--- src/rtl/ex_mem_stage_reg.sv ---
// ex_mem_stage_reg: EX->MEM pipeline register with valid/ready handshake and
// a 2-entry skid buffer (main + skid). ex_ready comes straight from a flop
// (~skid_v), so MEM backpressure never reaches EX combinationally.
//
// Ports:
//   clk, rst_n        rising-edge clock, async active-low reset
//   flush             synchronous squash of all held entries
//   ex_valid/ex_ready EX-side handshake
//   ex_aluresult, ex_swdata, ex_writeaddr, ex_aluop, ex_ctrl  EX payload
//   mem_valid/mem_ready MEM-side handshake
//   mem_aluresult, mem_swdata, mem_writeaddr, mem_aluop  held payload
//   mem_ctrl          {memwrite,memread,regwrite,memtoreg}, gated by mem_valid
//   stall_cnt, bubble_cnt  saturating perf counters (only with EXMEM_PERF_EN)
//
// Optional feature macro: EXMEM_PERF_EN (adds the performance counters).
module ex_mem_stage_reg #(
  parameter int DATA_W  = 32,
  parameter int REG_AW  = 5,
  parameter int ALUOP_W = 5,
  parameter int CNT_W   = 16
) (
  input  logic               clk,
  input  logic               rst_n,
  input  logic               flush,
  input  logic               ex_valid,
  output logic               ex_ready,
  input  logic [DATA_W-1:0]  ex_aluresult,
  input  logic [DATA_W-1:0]  ex_swdata,
  input  logic [REG_AW-1:0]  ex_writeaddr,
  input  logic [ALUOP_W-1:0] ex_aluop,
  input  logic [3:0]         ex_ctrl,
  output logic               mem_valid,
  input  logic               mem_ready,
  output logic [DATA_W-1:0]  mem_aluresult,
  output logic [DATA_W-1:0]  mem_swdata,
  output logic [REG_AW-1:0]  mem_writeaddr,
  output logic [ALUOP_W-1:0] mem_aluop,
  output logic [3:0]         mem_ctrl
`ifdef EXMEM_PERF_EN
  ,
  output logic [CNT_W-1:0]   stall_cnt,
  output logic [CNT_W-1:0]   bubble_cnt
`endif
);

  typedef struct packed {
    logic [DATA_W-1:0]  aluresult;
    logic [DATA_W-1:0]  swdata;
    logic [REG_AW-1:0]  writeaddr;
    logic [ALUOP_W-1:0] aluop;
    logic [3:0]         ctrl;
  } payload_t;

  payload_t in_p, main_p, skid_p;
  logic     main_v, skid_v;
  logic     in_xfer, out_xfer;

  assign in_p     = {ex_aluresult, ex_swdata, ex_writeaddr, ex_aluop, ex_ctrl};
  assign ex_ready = ~skid_v;
  assign in_xfer  = ex_valid & ~skid_v;
  assign out_xfer = main_v & mem_ready;

  // State {main_v,skid_v}: 00 EMPTY, 10 ONE, 11 FULL. The skid entry is
  // always older than anything new, so FULL refuses input until it drains.
  always_ff @(posedge clk or negedge rst_n) begin
    if (!rst_n) begin
      main_v <= 1'b0;
      skid_v <= 1'b0;
      main_p <= '0;
      skid_p <= '0;
    end else if (flush) begin
      // Payload is left alone; only validity is squashed.
      main_v <= 1'b0;
      skid_v <= 1'b0;
    end else begin
      case ({main_v, skid_v})
        2'b00: if (in_xfer) begin
          main_p <= in_p;
          main_v <= 1'b1;
        end
        2'b10: begin
          if (in_xfer && out_xfer) main_p <= in_p;
          else if (out_xfer)       main_v <= 1'b0;
          else if (in_xfer) begin
            skid_p <= in_p;
            skid_v <= 1'b1;
          end
        end
        2'b11: if (out_xfer) begin
          main_p <= skid_p;
          skid_v <= 1'b0;
        end
        default: begin
          main_v <= 1'b0;
          skid_v <= 1'b0;
        end
      endcase
    end
  end

  assign mem_valid     = main_v;
  assign mem_aluresult = main_p.aluresult;
  assign mem_swdata    = main_p.swdata;
  assign mem_writeaddr = main_p.writeaddr;
  assign mem_aluop     = main_p.aluop;
  assign mem_ctrl      = main_p.ctrl & {4{main_v}};

`ifdef EXMEM_PERF_EN
  // Saturating counters; only reset clears them, flush does not.
  always_ff @(posedge clk or negedge rst_n) begin
    if (!rst_n) begin
      stall_cnt  <= '0;
      bubble_cnt <= '0;
    end else begin
      if (main_v && !mem_ready && !(&stall_cnt)) stall_cnt <= stall_cnt + 1'b1;
      if (!main_v && !(&bubble_cnt))             bubble_cnt <= bubble_cnt + 1'b1;
    end
  end
`endif

endmodule
--- config.mk ---
export PLATFORM = sky130hd
export DESIGN_NAME = ex_mem_stage_reg
export DESIGN_NICKNAME = d
export VERILOG_FILES = /design/src/rtl/ex_mem_stage_reg.sv
export SDC_FILE = /design/constraint.sdc
export NUM_CORES = 1
export LEC_CHECK = 0
export ABC_AREA = 1
export CELL_PAD_IN_SITES_DETAIL_PLACEMENT = 2
export CELL_PAD_IN_SITES_GLOBAL_PLACEMENT = 2
export CORE_AREA = 2 2 226 117
export DETAILED_ROUTE_END_ITERATION = 10
export DIE_AREA = 0 0 228 119
export GPL_TIMING_DRIVEN = 0
export PLACE_DENSITY_LB_ADDON = 0.1
export SYNTH_ARGS = -nofsm -noshare
export SYNTH_HDL_FRONTEND = slang
export SYNTH_SLANG_ARGS = --single-unit
--- constraint.sdc ---
create_clock -name clk -period 1.4 [get_ports clk]
set_input_delay 0.28 -clock clk [delete_from_list [all_inputs] [get_ports clk]]
set_output_delay 0.28 -clock clk [all_outputs]
set_load 0.02 [all_outputs]
-- Word level (Yosys, flattened, before mapping)
Cells that the tools add are included.
Widths: inputs -> output; s select.
- multiplexer cells: 13
- bitwise gates (word level): 7
- reductions and logical operators: 7
- equality and inequality tests: 13
- operators with widths (operator ; number):
    $mux 78 ; 3
    $pmux 78 s3 ; 1
    $ne 3x3->1 const B ; 6
    $reduce_and 5->1 ; 3
    $ne 2x2->1 const B ; 5
    $mux 1 ; 7
    $pmux 1 s3 ; 2
    $and 4x4->4 ; 1
    $eq 2x2->1 const B ; 2
    $not 1->1 ; 4
    $reduce_and 4->1 ; 1
    $reduce_bool 3->1 ; 1
    $and 1x1->1 ; 2
    $logic_not 2->1 ; 1
    $logic_and 1x1->1 ; 1
- output and inout bits: 80
- register bits: 158

-- Longest topological paths before layout
Gate-level depths: netlist of the first run.
- depth in word-level cells: 7
- mapped depth: 8
- mapped depth without buffers: 6

-- Worst setup path before layout of the first run
Ideal clock, no wire load.
- path kind: reg2reg
- start point: register main_v, in the netlist mem_valid
- end point: register main_p, in the netlist mem_aluresult[0]
- cell stages (with the launch flop): 9
- period minus slack after synthesis: 1.372 ns
- setup time: 0.123 ns
- path buffers: 3
- arrival: 1.248 ns
- path slack: 0.028 ns
- path through: dfrtp_1 -> buf_6 -> nand3_1 -> nand2_1 -> nand2_2 -> buf_6 -> buf_2 -> nand2_1 -> o21ai_2
- cells in the longest elaborated chain, start to end: 4
- RTL lines (what ; RTL line ; source):
    start, declared ; 55 ; logic main_v, skid_v;
    start signal, assigned ; 67 ; main_v <= 1'b0;
    start signal, assigned ; 73 ; main_v <= 1'b0;
    start signal, assigned ; 79 ; main_v <= 1'b1;
    $and 1x1->1 ; 61 ; assign out_xfer = main_v & mem_ready;
    $logic_and 1x1->1 ; 82 ; if (in_xfer && out_xfer) main_p <= in_p;
    $ne 2x2->1 (no line) ; - ;
    $reduce_and 5->1 (no line) ; - ;
    end signal, assigned ; 78 ; main_p <= in_p;
    end signal, assigned ; 82 ;
    end signal, assigned ; 90 ; main_p <= skid_p;
    end, declared ; 54 ; payload_t in_p, main_p, skid_p;
Parallel ways exist; a longest one is shown, timed or not.
A chain may end at the register's enable or synchronous reset.

-- Worst setup path after layout of the first run
- start point: register main_v, in the netlist mem_valid
- end point: register main_p, in the netlist mem_aluresult[30]
The elaborated chain is that of the path after synthesis.

==> results by group, run 1 <==
Run status
  • Status: finished with violations
  • Violated checks: negative setup slack

Yosys
  • Combinational family with the most area after synthesis: compound AO/OA/AOI/OAI gates
  • Syn Area/Cell: 8.85 µm²
  • Post-Synth Adder-Cell Area: 0%
  • Compound-Gate Fraction of Synth Area: between 10% and 20%
  • Post-synthesis mux area share: 0%
  • Simple-Gate Fraction of Synth Area: 12.8%
  • Synth area leaders: dfrtp_1 52%, nand2_1 8.6%, buf_4 7.8%, o21ai_2 6.6%, o21ai_0 6.2%
  • Mapped cell area: 0.00764 mm²
  • Post-Synth XOR/XNOR Area: 0%
  • Unique masters post-synth: 19
  • Post-Synthesis Net Count: 947
  • Post-synthesis sequential area ratio: 51.7%
  • Cell taking the most area after synthesis: dfrtp_1
  • Synth Instances: 864
  • Syn. warnings: 0
  • Top cell type's share of synthesized area: 51.7%
  • Synth Register Bits: 158

Drt
  • WL/cell: 19.7 µm
  • WL final: just under 30000 µm
  • Via Count: 6717
  • # DRC: 0
  • DR pass1 iterations: 4
  • Vias per cell: 4.54
  • DRT antenna net count: 0
  • DR iter-0 viols: 200

Placed design
  • RePlAce Congestion: 0.725
  • Cells after DPL: around 1400
  • Port Buffers: 162
  • Post-DP HPWL: 17300 µm

Die
  • Starting Density: between 20% and 30%
  • Chip width: 228 µm
  • CORE AREA: 0.0255 mm²
  • DIE AREA: 0.0271 mm²
  • Die Y: 119 µm
  • Io pins: between 150 and 200
  • Row Count: 42

Critical path
  • CP Max Fanout: 10
  • Levels on crit path: 7
  • Req. time, crit path: 1.73 ns
  • Critical path type: reg2reg
  • Critical Path Most Common Cell: buf_6
  • Crit path arrival time: 1.91 ns
  • R2R cell count: 7
  • Kind of end point of the critical path: flip-flop
  • Crit path cell chain: buf_6 -> nand2_1 -> inv_2 -> buf_6 -> buf_2 -> o21ai_0 -> o21ai_2
  • Delay-heaviest family, CP: buffers and inverters
  • CP Buf/Inv Count: 4
  • Worst path max stage delay: ~0.42 ns
  • Worst path slowest cell: dfrtp_2
  • Worst Setup Start Kind: flip-flop

Global route
  • GR Util met1: between 20 and 30%
  • Met2 GRT Util: roughly a third
  • Pin count of the biggest net entering global routing: ~100
  • Layer with the highest usage: met2
  • Gr usage total: 20.2%
  • First-pass GRT wire length: 42100 µm
  • Initial antenna violation count: 0
  • GR Overflow Total: 0
  • Number of global-route vias before repair: approximately 7300
  • M3 GR Usage: 4.14%

Clocking
  • TritonCTS Buffers: 17
  • CTS H-tree lvls: 4
  • Worst-path clk slew: 0.06 ns
  • TritonCTS clock tree: done
  • Clock root cell: clkbuf_16
  • Maximum buffer depth of the clock tree: 2
  • Clk Latency, worst-skew pair: roughly 0.44 ns
  • CTS sink cnt: 158

Job
  • MaxCap Viol Count: 0

Power
  • Pleak: 0.00587 µW
  • Worst VDD drop: 0.785 mV
  • PD cells: 1420 mW/mm²
  • Total Power: 18000 µW

Final layout
  • Layout Cells excl Fill: 1481
  • Most frequent cells in the layout: 156 x dfrtp_1, 117 x buf_4, 114 x nand2_1
  • Multi-input logic area: 0.00346 mm²
  • Commonest non-fill, non-tap cell in the layout: dfrtp_1
  • Filler cells: 2633
  • Share of layout cells above drive strength 1: 52.1%
  • Register Area: 0.00396 mm²
  • Fin nets: around 1200
  • Area added between synthesis and finish: 66.4%

Timing
  • Slack of the critical path: -0.179 ns
  • Endpoints failing hold: 0
  • Post-Route Setup TNS: -14.90 ns
  • Final setup viols: 164
  • Measured slew at the worst slew-check pin: 0.509 ns
  • Tmin final: 1.58 ns
  • Slew Limit Fails: 0
  • RSZ-0062 raised after global routing: true
  • Relative slew slack: about two thirds
  • Fmax: approximately 630 MHz
  • Worst Skew: 0.00638 ns
  • Period utilization: 113%

Hold path
  • Worst Hold Class: in2async
[flip-flops by register name, summed over array words and instances (netlist names)]
| signal | cells |
|---|---|
| mem_writeaddr | 5 |
| skid_p | 78 |
| mem_swdata | 32 |
| mem_aluresult | 32 |
| mem_valid | 1 |
| skid_v | 1 |
| mem_aluop | 5 |
| main_p | 4 |
[layout make-up]
| type | count | area share (%) |
|---|---|---|
| plain buffers | 101 | 9.03 |
| well taps | 352 | 3.46 |
| multi-input cells | 492 | 27.2 |
| clock inverters | 6 | 0.630 |
| clock buffers | 25 | 4.05 |
| inverters | 88 | 2.60 |
| flip-flops and latches | 158 | 31.1 |
| repair buffers | 258 | 21.9 |
| diodes | 1 | 0.0197 |
[cell families after synthesis]
kind of cell / Yosys count
AND/OR/NAND/NOR: 256
AO/OA/AOI/OAI: 236
buffers and inverters: 214
flip-flops: 158
[power breakdown]
group	switching, µW	total (µW)	internal, µW
combinational	3150	6720	3570
clock	1960	4850	2890
sequential	659	6450	5790
total	5770	18000	12300
[routing by layer]
metal  vias up  share of wire (%)
met5         -                  0
met4         0                1.3
met3        23                2.6
met2        88                 46
met1      3432                 50
li1       3174                  -
[synth_stat cells]
cell / count
inv_2: 1
dfrtp_1: 158
buf_2: 21
o21ai_1: 5
nand3_1: 4
nor2_2: 1
nand4_1: 1
o21ai_2: 58
o21a_1: 7
nor2_1: 73
clkbuf_1: 4
a21oi_1: 71
inv_1: 87
o21ai_0: 95
nand2_1: 175
buf_4: 79
nand2_2: 1
nand4_2: 1
buf_6: 22
[stage by stage]
stage,hold slack (ns),cell area [µm²],util (%),setup slack (ns)
floorplan,-0.0156,7640,-,0.0284
global placement,0.471,9710,38.0,-7.11
detailed placement,0.253,9740,38.1,-0.539
CTS,0.365,11500,45.0,-0.123
global route,0.397,12700,49.8,-0.253
finish,0.350,12700,49.8,-0.179
[worst paths after layout]
kind / from / end / slack [ns]
max: mem_valid / mem_aluresult[30] / -0.18
min: rst_n / mem_aluresult[24] / 0.35
max reg2reg: mem_valid / mem_aluresult[30] / -0.18
min reg2reg: mem_swdata[29] / mem_swdata[29] / 0.48
max in group asynchronous: rst_n / skid_v / 0.29
min in group clk: ex_aluresult[22] / skid_p[68] / 0.42
[repair_timing]
item                       CTS  global route
gates resized for setup    712           265
setup endpoints to repair  237           265
hold buffers                 1             0
cloned                       7             8
pin swaps                   16            34
hold endpoints to repair    58             0
buffers inserted            39            40
(Power assumes the default switching activity.)
==> inputs of run 2 (changes only) <==
TNS_END_PERCENT = 30   (was unset)
==> run 2 against run 1 <==
Against the previous run:
- the run still ends with negative setup slack left
- clock power barely moved
- worst hold slack got worse by 0.023 ns
- register-to-register slack better by 0.07 ns
- non-clock buffer count decreased by 27
- critical endpoint is now mem_ctrl[0]
- highest routed layer unchanged
==> results by group, run 2 (synthesis gave the netlist of run 1 again) <==
Power
  • Part of the power in the clock network: 27.7% (+0.8 points)
  • Pleak: 0.00565 µW (-3.7%)
  • Gate power share: 35.4% (-1.9 points)
  • Flop pwr share: 36.9% (+1.1 points)
  • P_int: 12000 µW (-1.8%)
  • PD cells: 1470 mW/mm² (+3.4%)
  • Switch share: 31.1% (-0.89 points)
  • Worst VDD drop: 0.789 mV (+0.48%)
  • Switch Pwr: 5440 µW (-5.8%)

Die
  • Io pins: 163 (unchanged)
  • DIE AREA: 0.0271 mm² (unchanged)
  • Row Count: 42 (unchanged)
  • Chip width: 228 µm (unchanged)
  • CORE AREA: 0.0255 mm² (unchanged)
  • Starting Density: 29.9% (unchanged)
  • Die Y: 119 µm (unchanged)

Placed design
  • Port Buffers: 162 (unchanged)
  • Cells after DPL: 1379 (unchanged)
  • RePlAce Congestion: 0.725 (unchanged)
  • Post-DP HPWL: 17300 µm (unchanged)

Drt
  • WL final: 26400 µm (-9.2%)
  • # DRC: 0 (unchanged)
  • WL/cell: 18.2 µm (-7.4%)
  • DR pass1 iterations: 4 (unchanged)
  • DRT antenna net count: 0 (unchanged)
  • Via Count: 6508 (-3.1%)
  • WL met1: 13400 µm (-7.4%)
  • DR iter-0 viols: 259 (+30%)
  • Detail Route met2 WL: 12000 µm (-11%)
  • Routed wl met3: 787 µm (+5.8%)
  • Vias per cell: 4.48 (-1.2%)
  • Max Used Layer: met4

Critical path
  • Worst path max stage delay: 0.42 ns (about the same)
  • Worst R2R Setup Slack: -0.11 ns (+0.07 ns)
  • Kind of end point of the critical path: primary output
  • Crit path arrival time: 1.23 ns (-0.68 ns)
  • CP Max Fanout: 8 (-2)
  • Crit path cell chain: buf_8 -> nand2_2 -> inv_2 -> buf_6
  • RR Startpoint: mem_valid
  • Req. time, crit path: 1.12 ns (-0.61 ns)
  • Worst path slowest cell: dfrtp_2
  • Worst Setup Start Kind: flip-flop
  • Setup crit start: mem_valid
  • Reg2reg end: mem_swdata[12]
  • Delay-heaviest family, CP: flip-flops
  • Critical path type: reg2out
  • R2R cell count: 8 (+1)
  • CP Buf/Inv Count: 3 (-1)

Clocking
  • CTS sink cnt: 158 (unchanged)
  • Clock root cell: clkbuf_16
  • TritonCTS Buffers: 17 (unchanged)
  • Clk Latency, worst-skew pair: 0.44 ns (about the same)
  • Worst-path clk slew: 0.06 ns (about the same)
  • Maximum buffer depth of the clock tree: 2 (unchanged)
  • CTS H-tree lvls: 4 (unchanged)
  • TritonCTS clock tree: done

Final layout
  • Fin nets: 1172 (-2.3%)
  • Finished Core Util: 46.6% (-3.1 points)
  • Commonest non-fill, non-tap cell in the layout: buf_6
  • Area added between synthesis and finish: 55.9%
  • Max FFs per register: 78 (unchanged)
  • Layout Cells excl Fill: 1453 (-1.9%)
  • Most frequent cells in the layout: 162 x buf_6, 156 x dfrtp_1, 126 x nand2_1
  • Most flop-heavy register: skid_p
  • Antenna Cells: 0 (-1)
  • Share of layout cells above drive strength 1: 42.6% (-9.5 points)

Global route
  • Pin count of the biggest net entering global routing: 101 (unchanged)
  • Initial antenna violation count: 0 (unchanged)
  • Number of global-route vias before repair: 7055 (-3.5%)
  • First-pass GRT wire length: 39700 µm (-5.6%)
  • GR Overflow Total: 0 (unchanged)
  • Gr usage total: 19.0% (-1.2 points)

Timing
  • Measured slew at the worst slew-check pin: 0.540 ns (+0.0305 ns)
  • Worst Skew: 0.00694 ns (+0.000559 ns)
  • Relative slew slack: 64.0% (-2.0 points)
  • RSZ-0062 raised after global routing: true
  • Tmin final: 1.51 ns (-0.0667 ns)
  • Slack of the critical path: -0.113 ns (+0.0667 ns)
  • Slew Limit Fails: 0 (unchanged)
  • Final setup viols: 114 (-30%)
  • Period utilization: 108% (-4.8 points)
  • Fmax: 661 MHz (+4.4%)
  • Endpoints failing hold: 0 (unchanged)

Run status
  • Violated checks: negative setup slack
  • Status: finished with violations

Hold path
  • Worst Hold Class: in2async

Job
  • MaxCap Viol Count: 0 (unchanged)
[run 2: cell count changes in the layout (fill, tap and decap cells not counted), sizes merged]
| cell | delta |
|---|---|
| clkbuf | +2 |
| diode | -1 |
| buf | -29 |
[run 2: worst max path at each step]
stage,end,slack [ns],cells after the start
6_report,mem_ctrl[0],-0.11,4
5_1_grt,main_p[1],-0.17,8
4_1_cts,mem_ctrl[1],-0.12,4
3_5_place_dp,mem_aluop[2],-0.54,7
3_3_place_gp,mem_swdata[13],-7.11,1
2_1_floorplan,mem_aluresult[0],0.03,8
[run 2: worst register-to-register path: cells and delay by family (launching register included)]
| family | cells | cell delay (ns) |
|---|---|---|
| simple gates | 4 | 0.43 |
| buf+inv | 3 | 0.51 |
| flops | 1 | 0.42 |
| compound gates | 1 | 0.08 |
[run 2: cell type report]
class | count | area (µm²)
buffer | 126 | 1510
clock buffer | 25 | 515
clock inverter | 6 | 80.1
fill | 2674 | 13600
inverter | 88 | 330
multi-input combinational | 492 | 2840
sequential | 158 | 3960
tap | 352 | 440
timing repair buffer | 206 | 2240
[run 2: power groups by stage]
stage / clock [µW] / combinational, µW / sequential, µW
global placement: 0 / 4710 / 6340
finish: 4840 / 6170 / 6450
CTS: 4950 / 5360 / 6310
global route: 5130 / 6670 / 6600
detailed placement: 0 / 4840 / 6390
floorplan: 0 / 2980 / 6220
[run 2: routing by layer]
| layer | vias to the layer above | track usage [%] |
|---|---|---|
| li1 | 3117 | - |
| met1 | 3290 | 27.1 |
| met2 | 85 | 29.3 |
| met3 | 16 | 4.12 |
| met4 | 0 | 4.66 |
| met5 | - | 0 |
[run 2: repair_timing]
item                                    4_1_cts  5_1_grt
endpoints found under the hold margin        58        0
hold buffers                                  1        0
gates resized for setup                     548      300
endpoints found under the setup margin      237      273
cloned                                        0        9
pin swaps                                     3        5
buffers inserted                             29        4
[run 2: through the flow]
stage                TNS, ns  hold slack (ns)  setup slack [ns]  cell area [µm²]  total power, µW
floorplan                  0          -0.0156            0.0284             7640             9200
global placement    -1181.96            0.471             -7.11             9710            11000
detailed placement    -69.83            0.253            -0.539             9740            11200
CTS                    -7.49            0.365            -0.123            10700            16600
global route          -17.36            0.345            -0.172            11900            18400
finish                 -7.01            0.328            -0.113            11900            17500
